**src/rtl/wishbone_uart_initiator.sv**
```systemverilog
// Wishbone slave that sends each bus cycle as a 4-byte UART command and waits for a 1-byte reply.
// Optional response timeout: define WB_UART_INITIATOR_TIMEOUT_EN.
module wishbone_uart_initiator #(
    parameter int unsigned CLKS_PER_BIT   = 16,
    parameter int unsigned TIMEOUT_CYCLES = 4096
) (
    input  logic        clk_i,
    input  logic        rst_ni,
    input  logic        cyc_i,
    input  logic        stb_i,
    input  logic        we_i,
    input  logic [22:0] adr_i,
    input  logic [7:0]  dat_i,
    output logic        ack_o,
    output logic        err_o,
    output logic [7:0]  dat_o,
    output logic        uart_txd,
    input  logic        uart_rxd
);

    localparam int unsigned CW = $clog2(CLKS_PER_BIT);
    localparam logic [CW-1:0] BitLast  = CW'(CLKS_PER_BIT - 1);
    localparam logic [CW-1:0] HalfLast = CW'(CLKS_PER_BIT / 2 - 1);

    typedef enum logic [2:0] {
        StIdle, StTxStart, StTxData, StTxStop, StRxWait, StRxStart, StRxData, StRxStop
    } state_e;

    state_e        state_q, state_d;
    logic [CW-1:0] cnt_q, cnt_d;
    logic [2:0]    bit_q, bit_d;
    logic [1:0]    byte_q, byte_d;
    logic          we_q, we_d;
    logic [22:0]   adr_q, adr_d;
    logic [7:0]    wdat_q, wdat_d;
    logic          txd_q, txd_d;
    logic [7:0]    rx_sh_q, rx_sh_d;
    logic [7:0]    dat_q, dat_d;
    logic          ack_q, ack_d;
    logic          err_q, err_d;
    logic          abort_q, abort_d;
    logic          rx_s1_q, rx_s2_q, rx_prev_q;
    logic [7:0]    cur_byte;
    logic [2:0]    bit_nxt;
    logic          tmo_hit;

`ifdef WB_UART_INITIATOR_TIMEOUT_EN
    localparam int unsigned TW = $clog2(TIMEOUT_CYCLES + 1);
    localparam logic [TW-1:0] TmoLast = TW'(TIMEOUT_CYCLES - 1);
    logic [TW-1:0] tmo_q, tmo_d;

    // Runs from RX_WAIT entry; false starts keep counting.
    always_comb begin
        tmo_d = '0;
        if (state_q == StRxWait || state_q == StRxStart) tmo_d = tmo_q + TW'(1);
    end

    always_ff @(posedge clk_i) begin
        if (!rst_ni) tmo_q <= '0;
        else         tmo_q <= tmo_d;
    end

    assign tmo_hit = (tmo_q == TmoLast);
`else
    assign tmo_hit = 1'b0;
`endif

    always_comb begin
        unique case (byte_q)
            2'd0:    cur_byte = {we_q, adr_q[22:16]};
            2'd1:    cur_byte = adr_q[15:8];
            2'd2:    cur_byte = adr_q[7:0];
            default: cur_byte = wdat_q;
        endcase
    end

    assign bit_nxt = bit_q + 3'd1;

    always_comb begin
        state_d = state_q;
        cnt_d   = cnt_q;
        bit_d   = bit_q;
        byte_d  = byte_q;
        we_d    = we_q;
        adr_d   = adr_q;
        wdat_d  = wdat_q;
        txd_d   = txd_q;
        rx_sh_d = rx_sh_q;
        dat_d   = dat_q;
        ack_d   = 1'b0;
        err_d   = 1'b0;
        // A dropped cycle is remembered so the eventual completion stays silent.
        abort_d = abort_q | ((state_q != StIdle) & ~cyc_i);

        unique case (state_q)
            StIdle: begin
                cnt_d = '0;
                // Hold off while the previous completion pulse is still visible.
                if (cyc_i && stb_i && !ack_q && !err_q) begin
                    we_d    = we_i;
                    adr_d   = adr_i;
                    wdat_d  = we_i ? dat_i : 8'h00;
                    abort_d = 1'b0;
                    byte_d  = 2'd0;
                    bit_d   = 3'd0;
                    txd_d   = 1'b0;
                    state_d = StTxStart;
                end
            end
            StTxStart: begin
                if (cnt_q == BitLast) begin
                    cnt_d   = '0;
                    bit_d   = 3'd0;
                    txd_d   = cur_byte[0];
                    state_d = StTxData;
                end else cnt_d = cnt_q + CW'(1);
            end
            StTxData: begin
                if (cnt_q == BitLast) begin
                    cnt_d = '0;
                    if (bit_q == 3'd7) begin
                        txd_d   = 1'b1;
                        state_d = StTxStop;
                    end else begin
                        bit_d = bit_nxt;
                        txd_d = cur_byte[bit_nxt];
                    end
                end else cnt_d = cnt_q + CW'(1);
            end
            StTxStop: begin
                if (cnt_q == BitLast) begin
                    cnt_d = '0;
                    if (byte_q == 2'd3) state_d = StRxWait;
                    else begin
                        byte_d  = byte_q + 2'd1;
                        txd_d   = 1'b0;
                        state_d = StTxStart;
                    end
                end else cnt_d = cnt_q + CW'(1);
            end
            StRxWait: begin
                cnt_d = '0;
                if (tmo_hit) begin
                    err_d   = ~abort_d;
                    state_d = StIdle;
                end else if (rx_prev_q && !rx_s2_q) state_d = StRxStart;
            end
            StRxStart: begin
                if (tmo_hit) begin
                    err_d   = ~abort_d;
                    state_d = StIdle;
                end else if (cnt_q == HalfLast) begin
                    cnt_d   = '0;
                    bit_d   = 3'd0;
                    state_d = rx_s2_q ? StRxWait : StRxData;
                end else cnt_d = cnt_q + CW'(1);
            end
            StRxData: begin
                if (cnt_q == BitLast) begin
                    cnt_d   = '0;
                    rx_sh_d = {rx_s2_q, rx_sh_q[7:1]};
                    if (bit_q == 3'd7) state_d = StRxStop;
                    else               bit_d   = bit_nxt;
                end else cnt_d = cnt_q + CW'(1);
            end
            StRxStop: begin
                if (cnt_q == BitLast) begin
                    cnt_d   = '0;
                    state_d = StIdle;
                    if (rx_s2_q) begin
                        ack_d = ~abort_d;
                        if (!abort_d) dat_d = rx_sh_q;
                    end else err_d = ~abort_d;
                end else cnt_d = cnt_q + CW'(1);
            end
            default: state_d = StIdle;
        endcase
    end

    always_ff @(posedge clk_i) begin
        if (!rst_ni) begin
            state_q   <= StIdle;
            cnt_q     <= '0;
            bit_q     <= 3'd0;
            byte_q    <= 2'd0;
            we_q      <= 1'b0;
            adr_q     <= '0;
            wdat_q    <= 8'h00;
            txd_q     <= 1'b1;
            rx_sh_q   <= 8'h00;
            dat_q     <= 8'h00;
            ack_q     <= 1'b0;
            err_q     <= 1'b0;
            abort_q   <= 1'b0;
            rx_s1_q   <= 1'b1;
            rx_s2_q   <= 1'b1;
            rx_prev_q <= 1'b1;
        end else begin
            state_q   <= state_d;
            cnt_q     <= cnt_d;
            bit_q     <= bit_d;
            byte_q    <= byte_d;
            we_q      <= we_d;
            adr_q     <= adr_d;
            wdat_q    <= wdat_d;
            txd_q     <= txd_d;
            rx_sh_q   <= rx_sh_d;
            dat_q     <= dat_d;
            ack_q     <= ack_d;
            err_q     <= err_d;
            abort_q   <= abort_d;
            rx_s1_q   <= uart_rxd;
            rx_s2_q   <= rx_s1_q;
            rx_prev_q <= rx_s2_q;
        end
    end

    assign ack_o    = ack_q & cyc_i & stb_i;
    assign err_o    = err_q & cyc_i & stb_i;
    assign dat_o    = dat_q;
    assign uart_txd = txd_q;

endmodule

```
**config.mk**
```make
export PLATFORM = sky130hd
export DESIGN_NAME = wishbone_uart_initiator
export DESIGN_NICKNAME = d
export VERILOG_FILES = /design/src/rtl/wishbone_uart_initiator.sv
export SDC_FILE = /design/constraint.sdc
export NUM_CORES = 1
export LEC_CHECK = 0
export ABC_CLOCK_PERIOD_IN_PS = 5900
export CORE_MARGIN = 2
export CORE_UTILIZATION = 32
export CTS_BUF_LIST = sky130_fd_sc_hd__clkbuf_2
export DETAILED_ROUTE_END_ITERATION = 16
export HOLD_SLACK_MARGIN = 0.15
export MAX_ROUTING_LAYER = met4
export PLACE_DENSITY_LB_ADDON = 0.12
export SETUP_SLACK_MARGIN = 0.4
export SYNTH_ARGS = -nofsm -noshare
export SYNTH_HDL_FRONTEND = slang
export SYNTH_SLANG_ARGS = --single-unit
```
**constraint.sdc**
```tcl
create_clock -name clk_i -period 5.9 [get_ports clk_i]
set_clock_uncertainty 0.1 [all_clocks]
set_input_delay 0.885 -clock clk_i [delete_from_list [all_inputs] [get_ports clk_i]]
set_output_delay 0.885 -clock clk_i [all_outputs]
set_load 0.1 [all_outputs]
```
==> results.txt, run 1 <==
Sequential cell area fraction in the yosys report = 45.0%
Fin area = 0.00362 sq mm
Mux cell area share after synthesis = 7.47%
Synthesized instance count = 355
Pwr dens = 233 mW/mm^2
Clk Latency, worst-skew pair = 500 ps
Layout cells sized above 1 = 5.58%
Setup TNS = 0 ps
Min Clock Period, post-route = 3660 ps
P_leak = 1.34 nW
Final hold slack = 326 ps
CP Class = in2out
Yosys reg bits = 67
Required @ worst endpoint = 4910 ps
Hold Crit Class = reg2reg
Hpwl dp = 4730 um
Vias in the first global route = 2449
Via density = 4.97
Top FF cell, synth = dfxtp_1
Pin count of the biggest net entering global routing = 57
DR vias = 2509
Adder-cell area share of the yosys netlist = 2.94%
Setup WS pre-CTS = 2250 ps
CTS tree = built
CTS buffer count = 9
Comb pwr share = 10.5%
Maxcap violations = 0
Simple-gate share of the synthesized area = 21.2%
Core Area = 0.00915 sq mm
1st-pass router iterations = 5
Xor/xnor share of the synthesized area = 0.881%
Clock sink count = 67
Final nets = 433
Area of the multi-input gates = 0.00152 sq mm
Total die area = 0.0101 sq mm
Initial DRC count = 140
WP data arrival = 2680 ps
Area after DPL = 0.00350 sq mm
Final WL = 6950 um
Main combinational cell family by area after synthesis = simple AND/OR/NAND/NOR gates
Sequential Power Share = 56.7%
DRC viols = 0
Diode count = 0
Longest Clk Path Bufs = 2
Routability cong. = 0.810
Root Driver = clkbuf_2
Max_slew headroom = 24.9%
CP Launch Type = primary input
Initial antenna violation count = 0
DR WL/cell = 13.8 um
Post-CTS Setup Inserts = 0
# rows = 35
Post-CTS sizing = 0
Congestion Overflow GR = 0
Max-slew violation count = 0
Int Power = 609 uW
Async SR Flop Fraction = 0%
Mapped Avg Cell Area = 8.40 sq um
Yosys warning total = 0
Post-Syn Nets = 399
Status = finished, final reports clean
Netlist Area Pre-Place = 0.00298 sq mm
CP Capture Type = output pin
Number of synthesized flops with an enable pin = 0
GRT Overall Usage = 15.0%
Reg clk slew, reported paths = 190 ps
Register area = 0.00134 sq mm
Switching Share = 27.9%
Crit path max fanout = 4
Die H = 101 um
RSZ-0062 raised after global routing = no
Filler cell count in the final layout = 950
Distinct cells, synth = 48
Post-synthesis compound-gate area fraction = 18.2%
CTS Hold Bufs = 0
ANT nets after route = 0
Post-route clock period utilization = 62.1%
Final Hold Viols = 0
Peak supply drop = 87.6 uV
Chip width = 101 um
Htree depth = 3
Part of the power in the clock network = 32.9%
Fin worst setup slack = 2240 ps
# setup viols final = 0
F_max = 0.273 GHz
IO buf count = 47
IO Pins = 48
Switch Pwr = 235 uW
Area grow syn2layout = 21.6%
Initial Util = 32.6%
First-pass GRT wire length = 11600 um
Worst Tran Pin Value = 1130 ps
==> synth_stat cells (all sizes together), types with 2 or more instances <==
cell type	count	area share (%)
clkbuf	23	2.9
a21o	2	0.50
nor2	28	3.5
dfxtp	67	45
a211oi	2	0.50
o21bai	2	0.50
nand2b	4	0.84
nor2b	8	1.7
nand3	13	2.2
and2	2	0.42
a21oi	44	7.4
ha	7	2.9
and3	5	1.0
a222oi	5	1.7
o211ai	3	0.76
mux2i	20	6.7
or4	2	0.50
a2111oi	3	1.1
a22oi	2	0.50
nand2	67	8.4
o21a	2	0.50
buf	3	0.71
xnor2	2	0.59
o21ai	7	1.2
inv	6	0.76
nor3	6	1.0
==> cells in the final DEF, fill, tap and decap left out, types with 2 or more instances in the layout <==
cell and n:
clkinvlp_4 2, o21a_1 2, mux2i_1 20, nor2_1 28
xnor2_1 2, nor2b_1 8, clkinv_4 2, clkbuf_2 9
a21oi_1 44, nand2b_1 4, dfxtp_1 67, o211ai_1 3
inv_1 6, a222oi_1 5, and3_1 5, and2_1 2
ha_1 7, a211oi_1 2, a22oi_1 2, or4_1 2
a2111oi_0 2, buf_4 2, o21ai_0 7, nand3_1 13
nand2_1 67, a21o_1 2, o21bai_1 2, clkdlybuf4s50_1 47
nor3_1 5
==> final timing paths <==
| check | startpoint | to | slack (ps) | cells after the start |
|---|---|---|---|---|
| worst max-delay path | cyc_i | ack_o | 2240 | 3 |
| worst min register to register | rx_s1_q$_SDFF_PN1_ | rx_s2_q$_SDFF_PN1_ | 330 | 1 |
| worst max register to register | byte_q[0]$_SDFFE_PN0P_ | uart_txd$_SDFFE_PN1P_ | 3190 | 7 |
| worst min-delay path | rx_s1_q$_SDFF_PN1_ | rx_s2_q$_SDFF_PN1_ | 330 | 1 |
==> through the flow <==
step | power [mW] | utilization, % | std cells
6_report | 0.844 | 39.6 | 505
3_3_place_gp | 0.575 | 38.3 | 489
5_1_grt | 0.888 | 39.6 | 505
2_1_floorplan | 0.537 | - | 355
4_1_cts | 0.858 | 39.6 | 505
3_5_place_dp | 0.576 | 38.3 | 489
==> area by class of cell <==
cell class / count / area share, %
Sequential cell: 67 / 37.0
Timing Repair Buffer: 49 / 13.4
Multi-Input combinational cell: 256 / 41.8
Inverter: 6 / 0.621
Clock inverter: 7 / 2.11
Tap cell: 111 / 3.83
Clock buffer: 9 / 1.24
==> state kept, by name (all words and copies together) (netlist names), 2 cells and up <==
register	flops
cnt_q	4
state_q	3
dat_o	8
byte_q	2
bit_q	3
adr_q	23
wdat_q	8
rx_sh_q	8
==> cells by family (layout without fill, tap and decap cells) <==
family / count (synthesis) / count (layout)
AO/OA/AOI/OAI: 84 / 84
XOR/XNOR: 3 / 3
multiplexers: 21 / 21
buffers and inverters: 32 / 71
adder cells (fa/ha/maj): 7 / 7
AND/OR/NAND/NOR: 141 / 141
flip-flops: 67 / 67
==> per-layer routing <==
metal  up-vias  wire length, um  global-route usage, %  share of wire [%]
met3         5              273                   4.09                3.9
met1      1148             3530                   19.6                 51
met5         -                0                      -                  0
met2        47             3110                   22.7                 45
met4         0               43                   4.74               0.62
li1       1309                -                      -                  -
==> worst max-delay path: stages <==
cell and delay (ps):
clkdlybuf4s50_1 500, and3_1 160, clkdlybuf4s50_1 1130
==> power groups by stage <==
stage                     sequential (mW)  combinational [mW]  clock (mW)
after floorplan                     0.489              0.0480           0
after global placement              0.487              0.0886           0
after detailed placement            0.487              0.0893           0
after CTS                           0.478              0.0896       0.291
after global routing                0.481              0.0980       0.310
final                               0.478              0.0883       0.277
Note: power is estimated with default switching activity, not from simulation.
==> run 2, diff against run 1 <==
- ABC_CLOCK_PERIOD_IN_PS: 5900 -> 3000
- clock period: 5.9 -> 3 ns (I/O delays scaled with it)
==> run 2 against run 1 <==
Effect of this change:
- power rose by 93%
- die area did not move
- final cell count is 0.59% higher
- routed wire length up 1.9%
- worst setup slack worse by 1700 ps
- sequential share of layout area rose by 0.14 points
- count of clock-buffer cells in the layout grew 1
- clock power is 84% higher
- critical path type is now reg2reg
- highest routed layer unchanged
==> results.txt, run 2 (synthesis results as in run 1) <==
Congestion Overflow GR = 0
DR WL/cell = 13.9 um
Comb pwr share = 10.9%
Setup TNS = 0 ps
Maxcap violations = 0
Required @ worst endpoint = 3290 ps
P_leak = 1.37 nW
IO Pins = 48
First-pass GRT wire length = 12000 um
Post-route clock period utilization = 81.3%
CP Launch Type = flip-flop
Pwr dens = 450 mW/mm^2
Met1 Resource Use GR = 21.4%
Pin count of the biggest net entering global routing = 57
Peak supply drop = 267 uV
# rows = 35
Hold Crit Class = reg2reg
Reg clk slew, reported paths = 180 ps
Die H = 101 um
Initial antenna violation count = 0
Final Hold Viols = 0
Longest Clk Path Bufs = 2
CP Capture Type = flip-flop
Min Clock Period, post-route = 2440 ps
Final Core Density = 39.5%
Total Power = 1.63 mW
Int Power = 1.19 mW
Diode count = 0
Met3 usage = 4.37%
Worst Tran Pin Value = 747 ps
Most frequent cells in the layout = nand2_1, dfxtp_1, a21oi_1
Sequential Power Share = 57.8%
Filler cell count in the final layout = 958
DR vias = 2549
Hpwl dp = 4970 um
Post-CTS Setup Inserts = 0
DRC viols = 0
Final hold slack = 335 ps
Routability cong. = 0.828
Core Area = 0.00915 sq mm
Register name with the most flops = adr_q
Layout cells sized above 1 = 9.32%
Clk Latency, worst-skew pair = 500 ps
Chip width = 101 um
CTS Hold Bufs = 0
GRT Overall Usage = 15.3%
Via density = 5.02
Post-CTS sizing = 0
Total die area = 0.0101 sq mm
CTS tree = built
Final nets = 437
Switch Pwr = 435 uW
Htree depth = 3
Commonest non-fill, non-tap cell in the layout = nand2_1
Max reg flops = 23
Root Driver = clkbuf_2
# setup viols final = 0
Vias in the first global route = 2454
Switching Share = 26.7%
CP Class = reg2reg
Layer with the highest usage = met2
Status = finished, final reports clean
Initial DRC count = 174
Part of the power in the clock network = 31.3%
Max-slew violation count = 0
Area grow syn2layout = 21.2%
M2 GR Usage = 22.3%
ANT nets after route = 0
RSZ-0062 raised after global routing = no
IO buf count = 47
WP data arrival = 2730 ps
1st-pass router iterations = 4
Clock sink count = 67
CTS buffer count = 9
Crit path max fanout = 8
Initial Util = 32.6%
F_max = 0.410 GHz
Max_slew headroom = 50.1%
Final WL = 7080 um
[run 2: cell count changes in the layout (fill, tap and decap cells not counted), sizes merged]
cell	change
clkinvlp	-1
clkdlybuf4s50	-11
inv	-1
buf	+15
clkbuf	+1
[run 2: path summary, 6_finish.rpt]
| path | from | end | slack (ps) | cells past startpoint |
|---|---|---|---|---|
| setup / recovery | byte_q[0]$_SDFFE_PN0P_ | uart_txd$_SDFFE_PN1P_ | 560 | 7 |
| hold reg to reg | rx_s1_q$_SDFF_PN1_ | rx_s2_q$_SDFF_PN1_ | 340 | 1 |
| hold / removal | rx_s1_q$_SDFF_PN1_ | rx_s2_q$_SDFF_PN1_ | 340 | 1 |
| setup reg to reg | byte_q[0]$_SDFFE_PN0P_ | uart_txd$_SDFFE_PN1P_ | 560 | 7 |
[run 2: power by group through the flow]
stage / Clock [mW] / Sequential, mW / Combinational [mW]
after floorplan: 0 / 0.961 / 0.0945
after global placement: 0 / 0.960 / 0.178
after detailed placement: 0 / 0.960 / 0.180
after CTS: 0.530 / 0.942 / 0.181
after global routing: 0.562 / 0.947 / 0.196
final: 0.509 / 0.941 / 0.177
[run 2: critical path, stage by stage (launching register included)]
cell       delay (ps)
dfxtp_1           430
inv_1             100
ha_1              310
a222oi_1          340
a21oi_1           120
mux4_2            470
a2111oi_2         350
o211ai_1          130
[run 2: per-stage QoR]
stage          instances  instance area (sq um)  worst slack, ps
3_5_place_dp         493                   3510              506
4_1_cts              508                   3610              507
5_1_grt              508                   3610              405
6_report             508                   3610              562
2_1_floorplan        355                   2980              657
3_3_place_gp         493                   3510              538
[run 2: area by class of cell]
class | count | area, sq um | share of cell area (%)
clock inverter | 5 | 55.1 | 1.52
timing repair buffer | 53 | 488 | 13.5
inverter | 6 | 22.5 | 0.623
clock buffer | 10 | 50.0 | 1.38
sequential | 67 | 1340 | 37.1
tap | 111 | 139 | 3.84
multi-input combinational | 256 | 1520 | 42.0
[run 2: layer usage]
metal,wire (um),share of wire (%),vias up
li1,-,-,1317
met1,3580,51,1190
met2,3240,46,34
met3,216,3.0,8
met4,51,0.72,0
met5,0,0,-
